### config.mk
export PLATFORM = sky130hd
export DESIGN_NAME = ysyx_23060184_lsu
export DESIGN_NICKNAME = d
export VERILOG_FILES = /design/src/rtl/ysyx_23060184_lsu.sv
export SDC_FILE = /design/constraint.sdc
export NUM_CORES = 1
export LEC_CHECK = 0
export CORE_MARGIN = 5
export CORE_UTILIZATION = 50
export DETAILED_ROUTE_END_ITERATION = 7
export MAX_ROUTING_LAYER = met4
export PLACE_DENSITY_LB_ADDON = 0.12
export SYNTH_ARGS = -nofsm -noshare
export SYNTH_HDL_FRONTEND = slang
export SYNTH_SLANG_ARGS = --single-unit
### constraint.sdc
create_clock -name clk -period 3.7 [get_ports clk]
set_input_delay 0.925 -clock clk [delete_from_list [all_inputs] [get_ports clk]]
set_output_delay 0.925 -clock clk [all_outputs]
set_load 0.02 [all_outputs]
### src/rtl/ysyx_23060184_lsu.sv
// rtl/ysyx_23060184_lsu.sv - load/store unit with region decode, bus arbitration and AXI4-Lite master
module ysyx_23060184_lsu #(
  parameter int DATA_WIDTH = 32,
  parameter int NUM_REGIONS = 2,
  parameter logic [NUM_REGIONS*32-1:0] REGION_BASE = {32'hA000_03F8, 32'h8000_0000},
  parameter logic [NUM_REGIONS*32-1:0] REGION_MASK = {32'hFFFF_FFF8, 32'hF800_0000}
) (
  input  logic                   clk,
  input  logic                   rstn,
  input  logic                   in_valid,
  output logic                   in_ready,
  input  logic [31:0]            addr,
  input  logic [DATA_WIDTH-1:0]  wdata_in,
  input  logic                   mem_read,
  input  logic                   mem_write,
  input  logic [1:0]             size,
  input  logic                   is_unsigned,
  output logic                   out_valid,
  input  logic                   out_ready,
  output logic [DATA_WIDTH-1:0]  result,
  output logic                   fault,
  output logic [1:0]             fault_cause,
  output logic                   req,
  input  logic                   grant,
  output logic [31:0]            araddr,
  output logic                   arvalid,
  input  logic                   arready,
  input  logic [DATA_WIDTH-1:0]  rdata,
  input  logic [1:0]             rresp,
  input  logic                   rvalid,
  output logic                   rready,
  output logic [31:0]            awaddr,
  output logic                   awvalid,
  input  logic                   awready,
  output logic [DATA_WIDTH-1:0]  wdata,
  output logic [3:0]             wstrb,
  output logic                   wvalid,
  input  logic                   wready,
  input  logic [1:0]             bresp,
  input  logic                   bvalid,
  output logic                   bready,
  output logic [NUM_REGIONS-1:0] region_sel
);

  typedef enum logic [2:0] {
    S_IDLE, S_ARB, S_RADDR, S_RDATA, S_WRITE, S_WRESP, S_DONE
  } state_t;

  localparam logic [1:0] CAUSE_NONE     = 2'd0;
  localparam logic [1:0] CAUSE_MISALIGN = 2'd1;
  localparam logic [1:0] CAUSE_DECODE   = 2'd2;
  localparam logic [1:0] CAUSE_BUS      = 2'd3;

  state_t                 state;
  logic [31:0]            addr_q;
  logic [DATA_WIDTH-1:0]  wdata_q;
  logic                   read_q;
  logic [1:0]             size_q;
  logic                   uns_q;

  logic                   misaligned;
  logic                   dec_hit;
  logic [NUM_REGIONS-1:0] dec_sel;
  logic [DATA_WIDTH-1:0]  shifted;
  logic [DATA_WIDTH-1:0]  load_val;
  logic [DATA_WIDTH-1:0]  st_data;
  logic [3:0]             st_strb;

  // Scan from the top so the lowest-index matching region is the one that sticks.
  always_comb begin
    dec_sel = '0;
    dec_hit = 1'b0;
    for (int i = NUM_REGIONS - 1; i >= 0; i--) begin
      if ((addr & REGION_MASK[i*32 +: 32]) == REGION_BASE[i*32 +: 32]) begin
        dec_sel    = '0;
        dec_sel[i] = 1'b1;
        dec_hit    = 1'b1;
      end
    end
  end

  always_comb begin
    misaligned = (size == 2'd1 && addr[0]) || (size[1] && addr[1:0] != 2'b00);
  end

  always_comb begin
    shifted = rdata >> {addr_q[1:0], 3'b000};
    case (size_q)
      2'd0:    load_val = {{24{~uns_q & shifted[7]}}, shifted[7:0]};
      2'd1:    load_val = {{16{~uns_q & shifted[15]}}, shifted[15:0]};
      default: load_val = shifted;
    endcase
  end

  always_comb begin
    case (size_q)
      2'd0: begin
        st_data = {4{wdata_q[7:0]}};
        st_strb = 4'b0001 << addr_q[1:0];
      end
      2'd1: begin
        st_data = {2{wdata_q[15:0]}};
        st_strb = 4'b0011 << addr_q[1:0];
      end
      default: begin
        st_data = wdata_q;
        st_strb = 4'b1111;
      end
    endcase
  end

  always_ff @(posedge clk or negedge rstn) begin
    if (!rstn) begin
      state       <= S_IDLE;
      in_ready    <= 1'b0;
      out_valid   <= 1'b0;
      result      <= '0;
      fault       <= 1'b0;
      fault_cause <= CAUSE_NONE;
      req         <= 1'b0;
      araddr      <= '0;
      arvalid     <= 1'b0;
      rready      <= 1'b0;
      awaddr      <= '0;
      awvalid     <= 1'b0;
      wdata       <= '0;
      wstrb       <= '0;
      wvalid      <= 1'b0;
      bready      <= 1'b0;
      region_sel  <= '0;
      addr_q      <= '0;
      wdata_q     <= '0;
      read_q      <= 1'b0;
      size_q      <= 2'd0;
      uns_q       <= 1'b0;
    end else begin
      case (state)
        S_IDLE: begin
          in_ready <= 1'b1;
          if (in_valid && in_ready) begin
            in_ready <= 1'b0;
            addr_q   <= addr;
            wdata_q  <= wdata_in;
            read_q   <= mem_read;
            size_q   <= size;
            uns_q    <= is_unsigned;
            if (!mem_read && !mem_write) begin
              result      <= addr;
              fault       <= 1'b0;
              fault_cause <= CAUSE_NONE;
              out_valid   <= 1'b1;
              state       <= S_DONE;
            end else if (misaligned) begin
              result      <= '0;
              fault       <= 1'b1;
              fault_cause <= CAUSE_MISALIGN;
              out_valid   <= 1'b1;
              state       <= S_DONE;
            end else if (!dec_hit) begin
              result      <= '0;
              fault       <= 1'b1;
              fault_cause <= CAUSE_DECODE;
              out_valid   <= 1'b1;
              state       <= S_DONE;
            end else begin
              req        <= 1'b1;
              region_sel <= dec_sel;
              state      <= S_ARB;
            end
          end
        end
        S_ARB: begin
          if (grant) begin
            if (read_q) begin
              araddr  <= {addr_q[31:2], 2'b00};
              arvalid <= 1'b1;
              state   <= S_RADDR;
            end else begin
              awaddr  <= {addr_q[31:2], 2'b00};
              wdata   <= st_data;
              wstrb   <= st_strb;
              awvalid <= 1'b1;
              wvalid  <= 1'b1;
              state   <= S_WRITE;
            end
          end
        end
        S_RADDR: begin
          if (arready) begin
            arvalid <= 1'b0;
            rready  <= 1'b1;
            state   <= S_RDATA;
          end
        end
        S_RDATA: begin
          if (rvalid) begin
            rready      <= 1'b0;
            result      <= load_val;
            fault       <= (rresp != 2'b00);
            fault_cause <= (rresp != 2'b00) ? CAUSE_BUS : CAUSE_NONE;
            out_valid   <= 1'b1;
            state       <= S_DONE;
          end
        end
        S_WRITE: begin
          // A channel whose valid is already low has completed its handshake.
          if (awvalid && awready) awvalid <= 1'b0;
          if (wvalid && wready) wvalid <= 1'b0;
          if ((!awvalid || awready) && (!wvalid || wready)) begin
            bready <= 1'b1;
            state  <= S_WRESP;
          end
        end
        S_WRESP: begin
          if (bvalid) begin
            bready      <= 1'b0;
            result      <= '0;
            fault       <= (bresp != 2'b00);
            fault_cause <= (bresp != 2'b00) ? CAUSE_BUS : CAUSE_NONE;
            out_valid   <= 1'b1;
            state       <= S_DONE;
          end
        end
        S_DONE: begin
          if (out_ready) begin
            out_valid  <= 1'b0;
            req        <= 1'b0;
            region_sel <= '0;
            in_ready   <= 1'b1;
            state      <= S_IDLE;
          end
        end
        default: state <= S_IDLE;
      endcase
    end
  end

endmodule

==> results of run 1 <==
-- cell families after synthesis --
group | Yosys count | share of synthesized area (%)
other cells | 1 | 0.0385
flops | 212 | 54.5
mux | 175 | 20.9
buf+inv | 67 | 3.80
simple gates | 260 | 11.4
xor+xnor | 1 | 0.0899
compound gates | 137 | 9.34
-- sequential cells by signal, summed over array words and instances (netlist names) --
signal and cells:
addr_q 32, araddr 30, arvalid 1, awaddr 30, awvalid 1, bready 1, fault 1, fault_cause 2
in_ready 1, out_valid 1, read_q 1, region_sel 2, req 1, result 32, rready 1, size_q 2
state 3, uns_q 1, wdata 32, wdata_q 32, wstrb 4, wvalid 1
-- cell usage after synthesis, drive strengths merged (2+ instances only) --
master and number:
dfrtp 212, nand2 183, mux2 137, o21ai 53
clkbuf 40, nor2 39, mux2i 37, a21oi 32
a221o 16, buf 16, a31oi 12, inv 9
nand3b 8, nor2b 4, a32o 3, nand3 3
nand4 3, nor3 3, nor4 3, a21boi 2
a22oi 2, a31o 2, nor4b 2, nor4bb 2
o211ai 2, o221a 2
-- stage by stage --
| stage | instance area, um2 | power [mW] | setup slack, ns | instances | hold WS [ns] |
|---|---|---|---|---|---|
| 4_1_cts | 13400 | 12.0 | 0.607 | 1393 | 0.420 |
| 2_1_floorplan | 9750 | 7.28 | 0.639 | 856 | 0.453 |
| 6_report | 13400 | 12.0 | 0.604 | 1395 | 0.386 |
| 3_3_place_gp | 12600 | 9.41 | 0.102 | 1350 | 0.450 |
| 3_5_place_dp | 12600 | 9.52 | 0.0693 | 1350 | 0.461 |
| 5_1_grt | 13400 | 12.6 | 0.546 | 1395 | 0.428 |
-- report_power, final --
part / leakage [nW] / switching, mW / total [mW] / internal [mW]
Sequential: 2.68 / 0.840 / 4.21 / 3.37
Clock: 0.414 / 0.925 / 2.45 / 1.53
Combinational: 2.96 / 2.59 / 5.29 / 2.70
Total: 6.05 / 4.35 / 12.0 / 7.60
-- metal layers --
metal / part of all wire (%) / GRT usage, % / up-vias
met5: 0 / - / -
met4: 2.9 / 6.64 / 0
met2: 49 / 41.9 / 283
met1: 40 / 33.2 / 3797
met3: 7.9 / 6.18 / 51
li1: - / - / 3487
-- cell usage in the layout (no fill, tap or decap), types with 4 or more instances in the layout --
master,netlist,routed
sky130_fd_sc_hd__clkbuf_16,0,25
sky130_fd_sc_hd__dfrtp_1,212,212
sky130_fd_sc_hd__nand3b_1,8,8
sky130_fd_sc_hd__clkinv_2,0,4
sky130_fd_sc_hd__mux2_2,111,111
sky130_fd_sc_hd__buf_12,3,4
sky130_fd_sc_hd__nor2_1,39,39
sky130_fd_sc_hd__a31oi_1,12,12
sky130_fd_sc_hd__clkdlybuf4s50_1,0,254
sky130_fd_sc_hd__nand2_1,183,183
sky130_fd_sc_hd__conb_1,1,4
sky130_fd_sc_hd__buf_4,5,27
sky130_fd_sc_hd__mux2_4,26,26
sky130_fd_sc_hd__a221o_2,15,15
sky130_fd_sc_hd__mux2i_1,37,37
sky130_fd_sc_hd__nor2b_1,4,4
sky130_fd_sc_hd__clkbuf_8,3,8
sky130_fd_sc_hd__a21oi_1,32,32
sky130_fd_sc_hd__clkbuf_1,37,4
sky130_fd_sc_hd__inv_1,9,9
sky130_fd_sc_hd__o21ai_0,53,53
-- final cells by class --
class,count,area (um2)
Clock buffer,37,751
Timing Repair Buffer,286,2840
Sequential cell,212,5310
Tap cell,265,332
Antenna cell,2,5.00
Multi-Input combinational cell,577,4100
Inverter,10,37.5
Clock inverter,6,80.1
Fill cell,1494,5890
-- worst min-delay path by stage --
stage,cells after the start,startpoint,slack (ns),end
after CTS,1,rstn,0.42,araddr[23]
after detailed placement,2,awaddr[10],0.46,awaddr[10]
after global routing,1,rstn,0.43,rready
final,1,rstn,0.39,awaddr[27]
after floorplan,2,addr_q[10],0.45,awaddr[10]
after global placement,2,wstrb[0],0.45,wstrb[0]
-- worst max-delay path: stages --
cell and delay [ns]:
sky130_fd_sc_hd__clkdlybuf4s50_1 0.54, sky130_fd_sc_hd__or4b_4 0.51, sky130_fd_sc_hd__or3_4 0.40, sky130_fd_sc_hd__o32ai_4 0.22, sky130_fd_sc_hd__a41o_2 0.31, sky130_fd_sc_hd__buf_4 0.23
sky130_fd_sc_hd__mux2_2 0.35
==> results.txt, run 1 <==
----------------------------------------------------
[GRT]
  Via count of the first global-routing pass ... approximately 7700
  Final global-route overflow total ... 0
  Wire length of the first global-routing pass ... approximately 44000 um
  Pin count of the biggest net entering global routing ... ~80
  GRT Total Usage ... around 26%
  Antenna violations before repair ... 2

[Worst setup path]
  Reg2reg path depth ... 6
  CP required ... 4.09 ns
  Critical register-to-register path endpoint ... result[21]
  Origin of the critical flop-to-flop path ... state[1]
  Startpoint types ... input port
  Maximum fanout along the worst path ... 9
  Crit path to ... result[7]
  Beginning of the critical path ... addr[31]
  Data arrival time of the critical path ... between 3 and 4 ns
  Crit Path Category ... input port to register
  Worst setup EP type ... register
  Worst reg-to-reg setup slack ... roughly 0.89 ns

[Yosys]
  Post-synth top flop ... sky130_fd_sc_hd__dfrtp_1
  Synthesized cell area ... just under 10000 um2
  Total of flip-flops plus latches after synthesis ... 212
  Distinct cells, synth ... 59
  Number of synthesized flops with an enable pin ... 0
  Post-synth top area share ... between 50% and 60%
  Register area share after synthesis ... 54.5%
  Post-Synthesis Mean Instance Area ... around 11 um2
  Most area-consuming cells after synthesis ... sky130_fd_sc_hd__dfrtp_1 54%, sky130_fd_sc_hd__mux2_2 13%, sky130_fd_sc_hd__nand2_1 7.1%
  Yosys synthesis warning count ... 0
  Synth async-reset ratio ... 100%
  Cell count after synthesis ... roughly 850
  Dominant cell type by area after synthesis ... sky130_fd_sc_hd__dfrtp_1

[Drt]
  Vias post-DR ... ~7600
  Sum of routed wire length over all layers ... approximately 29000 um
  Remaining routing DRC violations ... 0
  First drt pass iteration count ... 5
  Residual antenna-violating net count after detailed routing ... 0
  Detailed router's first-iteration violation count ... 475
  Routed via count divided by cell count ... between 5 and 6
  Average wire per cell in the routed design ... between 20 and 25 um

[STA]
  Worst Tran Pin Value ... 1.15 ns
  Worst relative slew slack ... 23.1%
  Setup-failing EPs final ... 0
  RSZ-0062 raised after global routing ... false
  Number of slew-limit violations in the final report ... 0
  Setup skew after layout ... about 0.0077 ns
  Number of endpoints with negative hold slack in the final report ... 0
  Fmax ... 323 MHz
  Final Critical Period ... about 3.1 ns
  Post-route setup TNS ... 0 ns
  Final Cycle Share ... a little over four fifths

[Clock network]
  Number of setup buffers added after CTS ... 0
  CTS tree ... built
  Buffer type at the clock tree root ... sky130_fd_sc_hd__clkbuf_16
  Clock insertion delay at the later pin of the skew report ... just over 0.5 ns
  Number of buffers inserted by hold repair at cts ... 0
  Longest Clk Path Bufs ... 3
  Total clock sinks ... around 210
  Number of gates resized after CTS ... 0
  Htree depth ... 1
  Number of buffers added by the clock tree synthesis step ... 24
  Post-CTS clock slew at the launch and capture registers of the worst setup and hold paths ... 0.06 ns

[Placement]
  Detailed Place HPWL ... around 20000 um
  GPL Wtd Cong ... approximately 0.88
  Count of input and output buffers ... ~260

[Floorplan]
  Effective utilization at floorplan ... between 50% and 60%
  Die ar. ... roughly 22000 um2
  Count of pins on the block boundary ... 260
  Die span in x ... between 100 and 150 um
  Standard-cell rows ... 51
  Area inside the core boundary ... roughly 19000 um2
  Vertical extent of the die ... around 150 um

[Cells and area]
  Layout Area Growth over Synthesis ... 38.0%
  Final standard cell utilization of the core ... between 60 and 70%
  Number of nets in the layout ... 1226
  Fraction of layout instances using a drive strength above 1 ... 21.2%

[Worst hold path]
  Worst hold-check path type ... input port to async pin

[Power and ir drop]
  Power density of the placed cells ... around 890 nW/um2
  Standby leakage power ... between 6 and 7 nW
  VDD IR-drop max ... slightly above 0.0005 V

[Outcome]
  Result of the run ... complete, no violations

[Run]
  Max-cap viol count ... 0

----------------------------------------------------
Note: power is estimated with default switching activity, not from simulation.
==> run 2: changes to the inputs <==
--- a/config.mk
+++ b/config.mk
@@ -6,7 +6,7 @@
 export NUM_CORES = 1
 export LEC_CHECK = 0
 export CORE_MARGIN = 5
-export CORE_UTILIZATION = 50
+export CORE_UTILIZATION = 49
 export DETAILED_ROUTE_END_ITERATION = 7
 export MAX_ROUTING_LAYER = met4
 export PLACE_DENSITY_LB_ADDON = 0.12
==> constraint.sdc (replaced) <==
create_clock -name clk -period 3.2 [get_ports clk]
set_input_delay 0.8 -clock clk [delete_from_list [all_inputs] [get_ports clk]]
set_output_delay 0.8 -clock clk [all_outputs]
set_load 0.02 [all_outputs]
==> results.txt, run 2 (synthesis gave the netlist of run 1 again) <==
----------------------------------------------------
[Outcome]
  Result of the run ... complete, no violations

[Clock network]
  Htree depth ... 1
  Total clock sinks ... approximately 210
  Longest Clk Path Bufs ... 3
  Number of buffers inserted by hold repair at cts ... 0
  Number of buffers added by the clock tree synthesis step ... 23
  Buffer type at the clock tree root ... sky130_fd_sc_hd__clkbuf_16
  Number of setup buffers added after CTS ... 0
  Number of gates resized after CTS ... 0
  CTS tree ... built
  Clock insertion delay at the later pin of the skew report ... approximately 0.5 ns
  Post-CTS clock slew at the launch and capture registers of the worst setup and hold paths ... 0.06 ns

[Floorplan]
  Effective utilization at floorplan ... ~50%
  Count of pins on the block boundary ... 260
  Die span in x ... ~150 um
  Standard-cell rows ... 51
  Die ar. ... around 23000 um2
  Area inside the core boundary ... between 15000 and 20000 um2
  Vertical extent of the die ... between 150 and 200 um

[Drt]
  Remaining routing DRC violations ... 0
  First drt pass iteration count ... 5
  Sum of routed wire length over all layers ... about 28000 um
  Average wire per cell in the routed design ... 20.1 um
  Detailed router's first-iteration violation count ... 348
  Routed via count divided by cell count ... 5.38
  Residual antenna-violating net count after detailed routing ... 0
  Vias post-DR ... roughly 7600

[Worst setup path]
  Startpoint types ... input port
  Data arrival time of the critical path ... around 3.4 ns
  Critical path buffers and inverters ... 2
  Crit Path Category ... input port to register
  Ordered cell list for the critical path ... clkdlybuf4s50_1 -> or4b_4 -> or3_4 -> o32ai_4 -> a41o_2 -> buf_12 -> mux2_2
  CP top delay family ... simple AND/OR/NAND/NOR gates
  Crit path largest cell delay ... just under 0.6 ns
  CP required ... between 3 and 4 ns
  Library cell contributing the largest single delay on the critical path ... sky130_fd_sc_hd__clkdlybuf4s50_1
  Worst setup EP type ... register
  Reg2reg path depth ... 5
  Critical path depth in cells ... 7
  Maximum fanout along the worst path ... 26

[Cells and area]
  Fraction of layout instances using a drive strength above 1 ... between 20 and 25%
  Final standard cell count with taps included and fillers excluded ... 1410
  Most common library cell in the layout ignoring fill and taps ... sky130_fd_sc_hd__clkdlybuf4s50_1
  Most frequent cells in the layout ... 254 x sky130_fd_sc_hd__clkdlybuf4s50_1, 212 x sky130_fd_sc_hd__dfrtp_1, 183 x sky130_fd_sc_hd__nand2_1, 111 x sky130_fd_sc_hd__mux2_2, 53 x sky130_fd_sc_hd__o21ai_0
  Final standard cell utilization of the core ... 69.4%
  Filler Cell Count ... 1526
  Number of nets in the layout ... between 1000 and 1500
  Layout Area Growth over Synthesis ... 39.2%

[Power and ir drop]
  VDD IR-drop max ... approximately 0.0005 V
  Net Sw Power ... roughly 5.0 mW
  Standby leakage power ... between 6 and 7 nW
  Total internal power ... about 9 mW
  Switching fraction of total power ... a little over a third
  Power density of the placed cells ... a little over 1000 nW/um2
  Power share of the sequential group ... 34.7%
  Clock share of power ... between 20 and 25%
  Power Total ... about 14 mW
  Part of the power in combinational logic ... roughly 45%

[STA]
  Worst Tran Pin Value ... 1.09 ns
  Setup-failing EPs final ... 0
  Final Cycle Share ... approximately 94%
  Number of endpoints with negative hold slack in the final report ... 0
  Number of slew-limit violations in the final report ... 0
  RSZ-0062 raised after global routing ... false
  Worst relative slew slack ... a little over a quarter
  Final worst slack ... 0.184 ns
  Setup skew after layout ... between 0.008 and 0.009 ns
  Fmax ... between 300 and 400 MHz
  Final Critical Period ... between 3 and 4 ns

[Placement]
  GPL Wtd Cong ... about 0.90
  Count of input and output buffers ... roughly 260
  Pre-CTS setup slack ... -0.315 ns
  Detailed Place HPWL ... roughly 21000 um
  # placed instances ... roughly 1400

[GRT]
  Final global-route overflow total ... 0
  Antenna violations before repair ... 2
  Via count of the first global-routing pass ... between 7000 and 8000
  Pin count of the biggest net entering global routing ... 62
  Wire length of the first global-routing pass ... between 40000 and 50000 um
  GRT Total Usage ... 25.7%

[Worst hold path]
  Worst hold-check path type ... input port to async pin

[Run]
  Max-cap viol count ... 0

----------------------------------------------------
==> run 2: cell types whose count changed in the layout (fill, tap and decap cells not counted) <==
| cell | delta |
|---|---|
| sky130_fd_sc_hd__buf_4 | +20 |
| sky130_fd_sc_hd__clkbuf_8 | -3 |
| sky130_fd_sc_hd__bufinv_16 | +2 |
| sky130_fd_sc_hd__clkbuf_16 | -2 |
| sky130_fd_sc_hd__clkbuf_1 | -1 |
| sky130_fd_sc_hd__clkinv_2 | -1 |
==> run 2: power by group through the flow <==
stage	clock network, mW	logic (mW)	registers (mW)
3_3_place_gp	0	6.12	4.78
4_1_cts	2.83	6.26	4.78
2_1_floorplan	0	2.91	5.50
5_1_grt	2.95	6.69	4.94
6_report	2.77	6.21	4.78
3_5_place_dp	0	6.23	4.81
==> run 2: through the flow <==
| step | TNS, ns | hold WS, ns | cell area (um2) |
|---|---|---|---|
| after floorplan | 0 | 0.453 | 9750 |
| after global placement | -8.71 | 0.453 | 12800 |
| after detailed placement | -8.79 | 0.461 | 12800 |
| after CTS | 0 | 0.252 | 13600 |
| after global routing | 0 | 0.267 | 13600 |
| final | 0 | 0.243 | 13600 |
==> run 2: worst paths after layout <==
check,start,end,slack (ns)
worst max-delay path,addr[31],result[9],0.18
worst min-delay path,rstn,awaddr[27],0.24
worst max register to register,state[1],result[18],0.58
worst min register to register,awaddr[17],awaddr[17],0.47
max in group asynchronous,rstn,awaddr[8],2.11
min in group clk,awaddr[17],awaddr[17],0.47
==> run 2: cell type report <==
cell class	instances	area (um2)	share of cell area (%)
flip-flops and latches	212	5310	39.1
multi-input cells	577	4100	30.2
repair buffers	306	2990	22.1
clock buffers	31	656	4.84
well taps	265	332	2.45
clock inverters	7	135	0.997
inverters	10	37.5	0.277
diodes	2	5.00	0.0369
==> run 2: worst register-to-register path: cells and delay by family, from the launching register on <==
| kind | cells | cell delay, ns |
|---|---|---|
| mux | 1 | 0.14 |
| simple gates | 3 | 1.52 |
| compound gates | 1 | 0.29 |
| flops | 1 | 0.62 |
==> run 2: per-layer routing <==
| metal | up-vias | wire length (um) | GRT usage (%) |
|---|---|---|---|
| met2 | 232 | 14000 | 42.7 |
| met3 | 45 | 2060 | 5.48 |
| met1 | 3762 | 11600 | 32.2 |
| met4 | 0 | 673 | 6.89 |
| li1 | 3541 | - | - |
| met5 | - | 0 | - |
==> run 3: changes to the inputs <==
--- a/config.mk
+++ b/config.mk
@@ -10,6 +10,7 @@
 export DETAILED_ROUTE_END_ITERATION = 7
 export MAX_ROUTING_LAYER = met4
 export PLACE_DENSITY_LB_ADDON = 0.12
+export SKIP_CTS_REPAIR_TIMING = 1
 export SYNTH_ARGS = -nofsm -noshare
 export SYNTH_HDL_FRONTEND = slang
 export SYNTH_SLANG_ARGS = --single-unit
==> results of run 3 <==
Final layout, timing and power as in run 2 (identical DEF).
